File: src/rtl/sreg_pkg.sv
// Shared helpers for the sample packer path: counter width and lane mapping.
package sreg_pkg;

    function automatic int fill_width(input int ratio);
        return $clog2(ratio + 1);
    endfunction

    // Lane written by the sample arriving at a given fill count.
    function automatic int lane_idx(input int fill, input bit lsb_first, input int ratio);
        return lsb_first ? fill : (ratio - 1 - fill);
    endfunction

endpackage

File: src/rtl/sreg_hold_reg.sv
// Single-entry valid/ready holding register; a word offered while full and not
// draining is dropped and flagged in a sticky overflow bit.
module sreg_hold_reg #(
    parameter int DW = 16
) (
    input  logic          clk,
    input  logic          rst_n,
    input  logic          sclr,
    input  logic          in_valid,
    input  logic [DW-1:0] in_data,
    input  logic          in_partial,
    input  logic          out_ready,
    output logic [DW-1:0] out_data,
    output logic          out_valid,
    output logic          out_partial,
    output logic          overflow
);

    logic [DW-1:0] data_q, data_d;
    logic          valid_q, valid_d;
    logic          partial_q, partial_d;
    logic          ovf_q, ovf_d;

    always_comb begin
        data_d    = data_q;
        valid_d   = valid_q;
        partial_d = partial_q;
        ovf_d     = ovf_q;

        if (valid_q && out_ready) begin
            valid_d = 1'b0;
        end

        // Drain and load may happen together, so a full register still accepts when out_ready=1.
        if (in_valid) begin
            if (!valid_q || out_ready) begin
                data_d    = in_data;
                valid_d   = 1'b1;
                partial_d = in_partial;
            end else begin
                ovf_d = 1'b1;
            end
        end

        if (sclr) begin
            data_d    = '0;
            valid_d   = 1'b0;
            partial_d = 1'b0;
            ovf_d     = 1'b0;
        end
    end

    always_ff @(posedge clk or negedge rst_n) begin
        if (!rst_n) begin
            data_q    <= '0;
            valid_q   <= 1'b0;
            partial_q <= 1'b0;
            ovf_q     <= 1'b0;
        end else begin
            data_q    <= data_d;
            valid_q   <= valid_d;
            partial_q <= partial_d;
            ovf_q     <= ovf_d;
        end
    end

    assign out_data    = data_q;
    assign out_valid   = valid_q;
    assign out_partial = partial_q;
    assign overflow    = ovf_q;

endmodule

File: src/rtl/sreg_word_packer.sv
// Packs RATIO strobed WIDTH-bit samples into one wide word and hands it to a
// single-entry valid/ready holding register; flush emits a zero-padded partial word.
module sreg_word_packer
    import sreg_pkg::*;
#(
    parameter int WIDTH     = 4,
    parameter int RATIO     = 4,
    parameter bit LSB_FIRST = 1'b1
) (
    input  logic                                clk,
    input  logic                                rst_n,
    input  logic                                sclr,
    input  logic                                in_valid,
    input  logic [WIDTH-1:0]                    d,
    input  logic                                flush,
    output logic [RATIO*WIDTH-1:0]              out_data,
    output logic                                out_valid,
    input  logic                                out_ready,
    output logic                                out_partial,
    output logic [fill_width(RATIO)-1:0]        fill,
    output logic                                overflow
);

    localparam int FW = fill_width(RATIO);
    localparam int DW = RATIO * WIDTH;

    logic [DW-1:0] acc_q, acc_d, acc_next;
    logic [FW-1:0] fill_q, fill_d, cnt_next;
    logic          full;
    logic          offer;
    logic          offer_partial;
    int            lane;

    always_comb begin
        lane     = lane_idx(int'(fill_q), LSB_FIRST, RATIO);
        acc_next = acc_q;
        for (int i = 0; i < RATIO; i++) begin
            if (in_valid && (i == lane)) begin
                acc_next[i*WIDTH +: WIDTH] = d;
            end
        end

        cnt_next      = fill_q + FW'(in_valid);
        full          = in_valid && (fill_q == FW'(RATIO - 1));
        offer         = full || (flush && (cnt_next != '0));
        offer_partial = offer && !full;

        // Clearing the accumulator on every offer keeps stale lanes out of later partial words.
        acc_d  = offer ? '0 : acc_next;
        fill_d = offer ? '0 : cnt_next;

        if (sclr) begin
            acc_d         = '0;
            fill_d        = '0;
            offer         = 1'b0;
            offer_partial = 1'b0;
        end
    end

    always_ff @(posedge clk or negedge rst_n) begin
        if (!rst_n) begin
            acc_q  <= '0;
            fill_q <= '0;
        end else begin
            acc_q  <= acc_d;
            fill_q <= fill_d;
        end
    end

    assign fill = fill_q;

    sreg_hold_reg #(
        .DW (DW)
    ) u_hold (
        .clk         (clk),
        .rst_n       (rst_n),
        .sclr        (sclr),
        .in_valid    (offer),
        .in_data     (acc_next),
        .in_partial  (offer_partial),
        .out_ready   (out_ready),
        .out_data    (out_data),
        .out_valid   (out_valid),
        .out_partial (out_partial),
        .overflow    (overflow)
    );

endmodule

File: config.mk
export PLATFORM = sky130hd
export DESIGN_NAME = sreg_word_packer
export DESIGN_NICKNAME = d
export VERILOG_FILES = /design/src/rtl/sreg_pkg.sv /design/src/rtl/sreg_hold_reg.sv /design/src/rtl/sreg_word_packer.sv
export SDC_FILE = /design/constraint.sdc
export NUM_CORES = 1
export LEC_CHECK = 0
export ABC_CLOCK_PERIOD_IN_PS = 2300
export BUFFER_PORTS_ARGS = -buffer_cell sky130_fd_sc_hd__buf_4
export CORE_ASPECT_RATIO = 1.75
export CORE_MARGIN = 2
export CORE_UTILIZATION = 43
export DETAILED_ROUTE_END_ITERATION = 10
export HOLD_SLACK_MARGIN = 0.03
export PLACE_DENSITY = 0.61
export SLEW_MARGIN = 10
export SYNTH_ARGS = -nofsm -noshare
export SYNTH_HDL_FRONTEND = slang
export SYNTH_SLANG_ARGS = --single-unit
File: constraint.sdc
create_clock -name clk -period 2.3 [get_ports clk]
set_input_delay 0.46 -clock clk [delete_from_list [all_inputs] [get_ports clk]]
set_output_delay 0.46 -clock clk [all_outputs]
set_load 0.01 [all_outputs]
-- Word-level counts from Yosys, hierarchy flattened
Cells that the tools add are included.
- mux-type cells: 22
- equal/unequal tests: 5
- reductions and logical operators: 18
- add/sub/neg operators: 1
- operators by type and width (kind ; number):
    2-to-1 mux 16 bit ; 5
    2-to-1 mux 4 bit ; 4
    2-to-1 mux 1 bit ; 11
    logical AND 1 bit ; 8
    == test 3 bit (first input constant) ; 2
    2-to-1 mux 3 bit ; 2
    AND reduction 2 bit ; 2
    nonzero test 2 bit ; 2
    adder 3 x 1 -> 3 bit ; 1
    == test 2 x 3 -> 1 bit (first input constant) ; 1
    == test 3 x 2 -> 1 bit (second input constant) ; 1
    logical NOT 3 bit ; 1
    nonzero test 3 bit ; 1
    logical NOT 1 bit ; 2
    logical OR 1 bit ; 2
    inequality test 2 bit (second input constant) ; 1
- register bits after elaboration: 38
- output and inout bits: 22
- input port bits: 10

-- Longest topological paths before layout
Gate-level depths: netlist of run 1.
- word-level depth: 8
- mapped depth: 8

-- Modules after synthesis
From an unflattened synthesis of run 1, not the netlist that was laid out.
- cell total of the unflattened synthesis: 150
- area total of the unflattened synthesis: 1959.4 sq um
- by module, submodules not included (module ; sequential area each (sq um) ; times used ; cells each ; area each (sq um)):
    sreg_word_packer ; 475.5 ; 1 ; 69 ; 1019.7
    sreg_hold_reg ; 475.5 ; 1 ; 81 ; 939.7

-- Worst setup path before layout of run 1
No wires, ideal clock.
- path type: reg-to-reg
- from: reg fill_q[0] (netlist: fill[0])
- to: reg acc_q[7]
- path buffers: 2
- arrival: 1967 ps
- slack: 264 ps
- data required time: 2230 ps
- clock period less this slack: 2036 ps
- library setup time: 70 ps
- stages on the path, launching flop included: 9
- path through: dfrtp_1 > ha_1 > ha_1 > xnor2_2 > a21oi_2 > or3_1 > buf_6 > buf_12 > nor2_4
- cells in the longest elaborated chain, start to end: 6
- elaborated cells on any way between the ends: 11
- those cells by class: add/sub (1); eq/ne (2); mux (3); reduce/logical (5)
- ends and longest elaborated chain (item ; RTL line ; RTL):
    start: declaration ; sreg_word_packer.sv:28 ; logic [FW-1:0] fill_q, fill_d, cnt_next;
    start signal: assignment ; sreg_word_packer.sv:66 ; fill_q <= fill_d;
    adder 3 x 1 -> 3 bit ; sreg_word_packer.sv:43 ; cnt_next = fill_q + FW'(in_valid);
    nonzero test 3 bit ; sreg_word_packer.sv:45 ; offer = full || (flush && (cnt_next != '0));
    logical AND 1 bit ; sreg_word_packer.sv:45 ;
    logical OR 1 bit ; sreg_word_packer.sv:45 ;
    2-to-1 mux 16 bit (*) ; sreg_word_packer.sv:49 ; acc_d = offer ? '0 : acc_next;
    2-to-1 mux 16 bit (*) ; sreg_word_packer.sv:52 ; if (sclr) begin
    via acc_d[7] ; sreg_word_packer.sv:27 ; logic [DW-1:0] acc_q, acc_d, acc_next;
    end signal: assignment ; sreg_word_packer.sv:62 ; acc_q <= '0;
    end signal: assignment ; sreg_word_packer.sv:65 ; acc_q <= acc_d;
    end: declaration ; sreg_word_packer.sv:27 ;
Mark *: on every way through the listed nets, which the timed path passes. The rest lies on a longest branch.
A chain may end at the register's enable or synchronous reset.

-- Worst setup path after layout of run 1
- from: reg fill_q[0] (netlist: fill[0])
- to: reg u_hold.data_q[12] (netlist: u_hold.out_data[12])
- cells in the longest elaborated chain, start to end: 7
- elaborated cells on any way between the ends: 15
- those cells by class: add/sub (1); eq/ne (2); mux (5); reduce/logical (7)
- ends and longest elaborated chain (item ; RTL line ; RTL):
    adder 3 x 1 -> 3 bit ; sreg_word_packer.sv:43 ;
    nonzero test 3 bit ; sreg_word_packer.sv:45 ;
    logical AND 1 bit ; sreg_word_packer.sv:45 ;
    logical OR 1 bit ; sreg_word_packer.sv:45 ;
    2-to-1 mux 1 bit ; sreg_word_packer.sv:52 ;
    nonzero test 2 bit (no source line) ; - ;
    AND reduction 2 bit (no source line) ; - ;
    end signal: assignment ; sreg_hold_reg.sv:60 ; data_q <= data_d;
    end: declaration ; sreg_hold_reg.sv:19 ; logic [DW-1:0] data_q, data_d;
Several ways; a longest one is shown, not always the timed one. The select of a mux whose other input is x is not followed.

==> results of run 1 <==
worst reg2reg max path, delay by kind of cell (launching register included):
kind / cells / cell delay, ps
DFF: 1 / 450
xor gates and xnor gates: 1 / 170
buffers and inverters: 2 / 330
adders and majority gates: 2 / 430
AOI/OAI and AO/OA: 3 / 570
kinds of logic after synthesis:
group / Yosys count / synth area share, %
buf+inv: 16 / 5.70
simple gates: 39 / 14.5
mux: 12 / 6.92
fa+ha+maj: 2 / 1.44
xor+xnor: 1 / 0.938
flops: 38 / 54.8
compound gates: 40 / 15.7
state kept, by name (all words and copies together) (netlist names):
name and count:
acc_q 16, fill 3, u_hold.out_data 16, u_hold.out_partial 1, u_hold.out_valid 1, u_hold.overflow 1
Yosys cell counts, types with 2 or more instances:
library cell	number	area share [%]
clkbuf_1	4	0.86
a211oi_1	13	5.6
dfrtp_1	38	55
mux2i_1	12	6.9
nor2_1	9	1.9
nor2_4	5	3.2
and2_1	2	0.72
nor2_2	6	2.2
nand2_1	8	1.7
buf_4	2	0.86
inv_1	5	1.1
a311oi_1	4	2.0
buf_1	2	0.43
a21oi_1	19	5.5
buf_6	2	1.3
ha_1	2	1.4
how the worst max path moves through the flow:
stage	from	end
finish	fill[0]	u_hold.out_data[12]
global placement	in_valid	u_hold.out_data[13]
floorplan	fill[0]	acc_q[7]
CTS	fill[0]	u_hold.out_data[12]
detailed placement	in_valid	u_hold.out_data[12]
global route	fill[0]	u_hold.out_data[11]
final cells by class:
| class | count | area (µm²) |
|---|---|---|
| clock buffer | 7 | 86.3 |
| inverter | 5 | 18.8 |
| timing repair buffer | 36 | 295 |
| sequential | 38 | 951 |
| fill | 365 | 1760 |
| multi-input combinational | 94 | 691 |
| tap | 48 | 60.1 |
| clock inverter | 1 | 5.00 |
power breakdown:
group | switching [mW] | internal [mW] | total [mW]
logic | 0.128 | 0.102 | 0.230
clock network | 0.225 | 0.242 | 0.467
registers | 0.0197 | 0.701 | 0.721
layer usage:
layer | vias up | wire length (µm)
li1 | 586 | -
met1 | 616 | 1530
met2 | 21 | 2240
met3 | 6 | 112
met4 | 0 | 63
met5 | - | 0
through the flow:
stage	cells	power [mW]	setup slack (ps)	hold WS, ps	util, %
after detailed placement	221	0.966	-8.99	453	52.0
after global routing	229	1.49	124	168	54.5
after CTS	229	1.44	109	139	54.4
after global placement	221	0.959	62.6	443	52.0
after floorplan	148	0.859	264	164	-
final	229	1.42	239	129	54.5
what timing repair did:
action | 4_1_cts | 5_1_grt
resized for setup | 0 | 1
hold buffers | 0 | 0
setup endpoints to repair | 0 | 3
==> flow_summary.toml, run 1 <==
[status]
status = "finished, final reports clean"

[finish]
design_area_mm2 = 0.00211
layout_commonest_cell = "dfrtp_1"
antenna_cells = 0
nets = 192
final_cell_mix = "dfrtp_1 (38), buf_4 (34), a21oi_1 (19)"
drive_above_1_share_pct = 32.6
syn2layout_area_growth_pct = 21.4

[die]
die-area_mm2 = 0.00458
rows = 30
die_x_um = 52.0
io_pins = 32
die_h_um = 88.0
core_region_area_mm2 = 0.00387
start_util_pct = 44.9

[setup_path]
worst_path_max_delay_cell = "dfrtp_1"
worstPathMaxFanout = 17
path_cells = "ha_1, ha_1, xnor2_2, buf_4, o211ai_4, buf_12, a21oi_1, a311oi_1"
cpPeakStageDelay_ps = 450
r2r_start = "fill[0]"
r2r-end = "u_hold.out_data[12]"
path_buf_inv = 2
crit_cells = 8
crit_type = "reg -> reg"
reg2reg_depth = 8
r2r_slack_ps = 240
crit_top_cell = "ha_1"
startpoint_type = "flop"
path_delay_family = "compound AO/OA/AOI/OAI gates"
crit_required_ps = 2480
endpoint_kind = "flop"
critical_path_arrival_ps = 2240

[route]
detail-route-antenna-nets = 0
drt_wl_total_mm = 3.94
wl_per_cell_um = 17.2
num_vias = 1229
first_pass_iters = 4
viasPerCell = 5.37
first_iter_violations = 17
drc = 0

[grt]
grtUsageMet3_pct = 3.75
grt_pass1_vias = 1297
use_met2_pct = 36.0
grt_pass1_wl_mm = 6.58
antenna_found_initial = 0
grt_max_degree = 39
use_met1_pct = 23.2
grt_overflow = 0
grt_busiest_layer = "met2"
grtUsageTotal_pct = 20.2

[logic_synthesis]
synth_cell_type_count = 31
synthesis.area_mm2 = 0.00174
yosys_warnings = 0
async_flop_share_pct = 100
synth_seq_area_share_pct = 54.8
synth-edff-count = 0
synth_cells = 148
yosys_register_bits = 38
syn-mean-instance-area_um2 = 11.7
synth_fp_nets = 160
synth_ff_type = "dfrtp_1"

[placed_design]
hpwl_mm = 2.76
gp_congestion = 0.695
io_buffers = 31
dpl-instance-area_mm2 = 0.00201

[power]
powerDensity_mw_per_mm2 = 673
worst_ir_drop_vdd_mv = 0.600
p_leak_nw = 0.956

[clock_network]
cts-root-buf = "clkbuf_8"
htree_levels = 2
numCtsBuffers = 5
cts_buffer_depth = 2
post_cts_buffers = 0
cts_tree = "built"
cts_sinks = 38
insertion_delay_ps = 290
clk_pin_slew_worst_paths_ps = 70

[timing]
fin_crit_sh_pct = 89.6
drv_slew = 0
rsz0062_at_grt = "false"
relSlewSlack_pct = 48.0
tightestPinTransition_ps = 780
timing.final.crit_period_ps = 2060
fin_setup_tns_ps = 0
max_freq_mhz = 485
finalClockSkew_ps = 7.82
hold_viol_final = 0
setup_viol = 0

[flow_run]
maxCapViolations = 0

[min_path]
hp-class = "in -> async"
(Power assumes the default switching activity.)
==> inputs of run 2 (changes only) <==
- PLACE_DENSITY: 0.61 -> 0.7
==> run 2 against run 1 <==
Against the previous run: utilization fell by 0.13 points; worst setup slack got worse by 54 ps; total power fell by 0.12%; largest power group unchanged; global-route usage fell by 2.1 points; critical path type unchanged.
==> flow_summary.toml, run 2 (synthesis gave the netlist of run 1 again) <==
[finish]
syn2layout_area_growth_pct = 21.1
antenna_cells = 0
n_fill_cell = 331
final_cell_mix = "dfrtp_1 (38), buf_4 (36), a21oi_1 (19)"
layout_commonest_cell = "dfrtp_1"
register_area_um2 = 951
drive_above_1_share_pct = 33.0
finalNonFillerCells = 230
fin_util_pct = 54.4
multi_input_area_um2 = 691
nets = 193

[die]
start_util_pct = 44.9
die-area_mm2 = 0.00458
core_region_area_mm2 = 0.00387
die_x_um = 52.0
die_h_um = 88.0
io_pins = 32
rows = 30

[grt]
use_met2_pct = 30.4
grtUsageMet3_pct = 4.61
grt_pass1_wl_mm = 5.95
grtUsageTotal_pct = 18.1
use_met1_pct = 21.4
grt_max_degree = 39
grt_busiest_layer = "met2"
grt_overflow = 0
antenna_found_initial = 0
grt_pass1_vias = 1254

[flow_run]
maxCapViolations = 0

[timing]
holdWs_ps = 127
max_freq_mhz = 473
relSlewSlack_pct = 55.1
rsz0062_at_grt = "false"
final.setup.worst_slack_ps = 185
setup_viol = 0
finalClockSkew_ps = 3.98
fin_crit_sh_pct = 91.9
timing.final.crit_period_ps = 2110
drv_slew = 0
fin_setup_tns_ps = 0
tightestPinTransition_ps = 674
hold_viol_final = 0

[power]
p_sw_share_pct = 26.3
p_leak_nw = 0.957
p_seq_share_pct = 51.0
powerDensity_mw_per_mm2 = 674
worst_ir_drop_vdd_mv = 0.669
clkPwrFrac_pct = 33.1
combPwrFrac_pct = 15.9
p_int_mw = 1.04
power.switching_mw = 0.372

[clock_network]
cts_sinks = 38
htree_levels = 2
cts_hold_buf = 0
cts_buffer_depth = 2
clk_pin_slew_worst_paths_ps = 70
postCtsResizedCells = 0
insertion_delay_ps = 290
numCtsBuffers = 5
cts_tree = "built"
post_cts_buffers = 0
cts-root-buf = "clkbuf_8"

[setup_path]
r2r_start = "fill[0]"
path_cells = "ha_1, ha_1, xnor2_2, a21oi_2, or3_1, buf_4, nor2_1"
startpoint_type = "flop"
worst_path_max_delay_cell = "dfrtp_1"
crit_top_cell = "ha_1"
path_delay_family = "simple AND/OR/NAND/NOR gates"
r2r-end = "acc_q[6]"
cpPeakStageDelay_ps = 460
crit_type = "reg -> reg"
crit_required_ps = 2520
endpoint_kind = "flop"
r2r_slack_ps = 190
path_buf_inv = 1
critical_path_arrival_ps = 2340
worstPathMaxFanout = 9
reg2reg_depth = 7

[placed_design]
pre_cts_ws_ps = -10.6
hpwl_mm = 2.74
dpl.cell_count = 222
gp_congestion = 0.780
io_buffers = 31

[route]
drt_wl_total_mm = 3.66
drc = 0
wl_per_cell_um = 15.9
detail-route-antenna-nets = 0
num_vias = 1202
viasPerCell = 5.23
first_iter_violations = 16
first_pass_iters = 4

[min_path]
hp-class = "in -> async"

[status]
status = "finished, final reports clean"
run 2: changes by cell type in the layout (fill, tap and decap cells not counted), sizes merged:
cell	previous run	this run
buf	36	37
run 2: how the worst max path moves through the flow:
stage	depth (start not counted)	slack, ps	startpoint	to
after floorplan	8	260	fill[0]	acc_q[7]
after detailed placement	7	-10	in_valid	u_hold.out_data[13]
after CTS	6	110	fill[0]	u_hold.out_data[13]
final	7	190	fill[0]	acc_q[6]
after global routing	7	100	fill[0]	acc_q[6]
after global placement	7	60	in_valid	u_hold.out_data[13]
run 2: through the flow:
| stage | cell area (µm²) | power (mW) |
|---|---|---|
| 5_1_grt | 2100 | 1.49 |
| 6_report | 2100 | 1.42 |
| 3_5_place_dp | 2010 | 0.962 |
| 2_1_floorplan | 1740 | 0.859 |
| 4_1_cts | 2100 | 1.43 |
| 3_3_place_gp | 2010 | 0.955 |
run 2: area by class of cell:
class,count,share of cell area [%]
Clock inverter,1,0.238
Multi-Input combinational cell,94,32.9
Timing Repair Buffer,37,13.8
Inverter,5,0.893
Sequential cell,38,45.2
Tap cell,48,2.86
Clock buffer,7,4.11
run 2: power groups by stage:
stage / logic, mW / registers [mW] / clock network (mW)
after floorplan: 0.114 / 0.745 / 0
after global placement: 0.222 / 0.732 / 0
after detailed placement: 0.228 / 0.734 / 0
after CTS: 0.228 / 0.722 / 0.482
after global routing: 0.248 / 0.726 / 0.514
final: 0.225 / 0.722 / 0.469
run 2: per-layer routing:
| metal | up-vias | routed length [µm] |
|---|---|---|
| met5 | - | 0 |
| met2 | 25 | 2010 |
| met1 | 583 | 1420 |
| met3 | 7 | 149 |
| li1 | 587 | - |
| met4 | 0 | 81 |
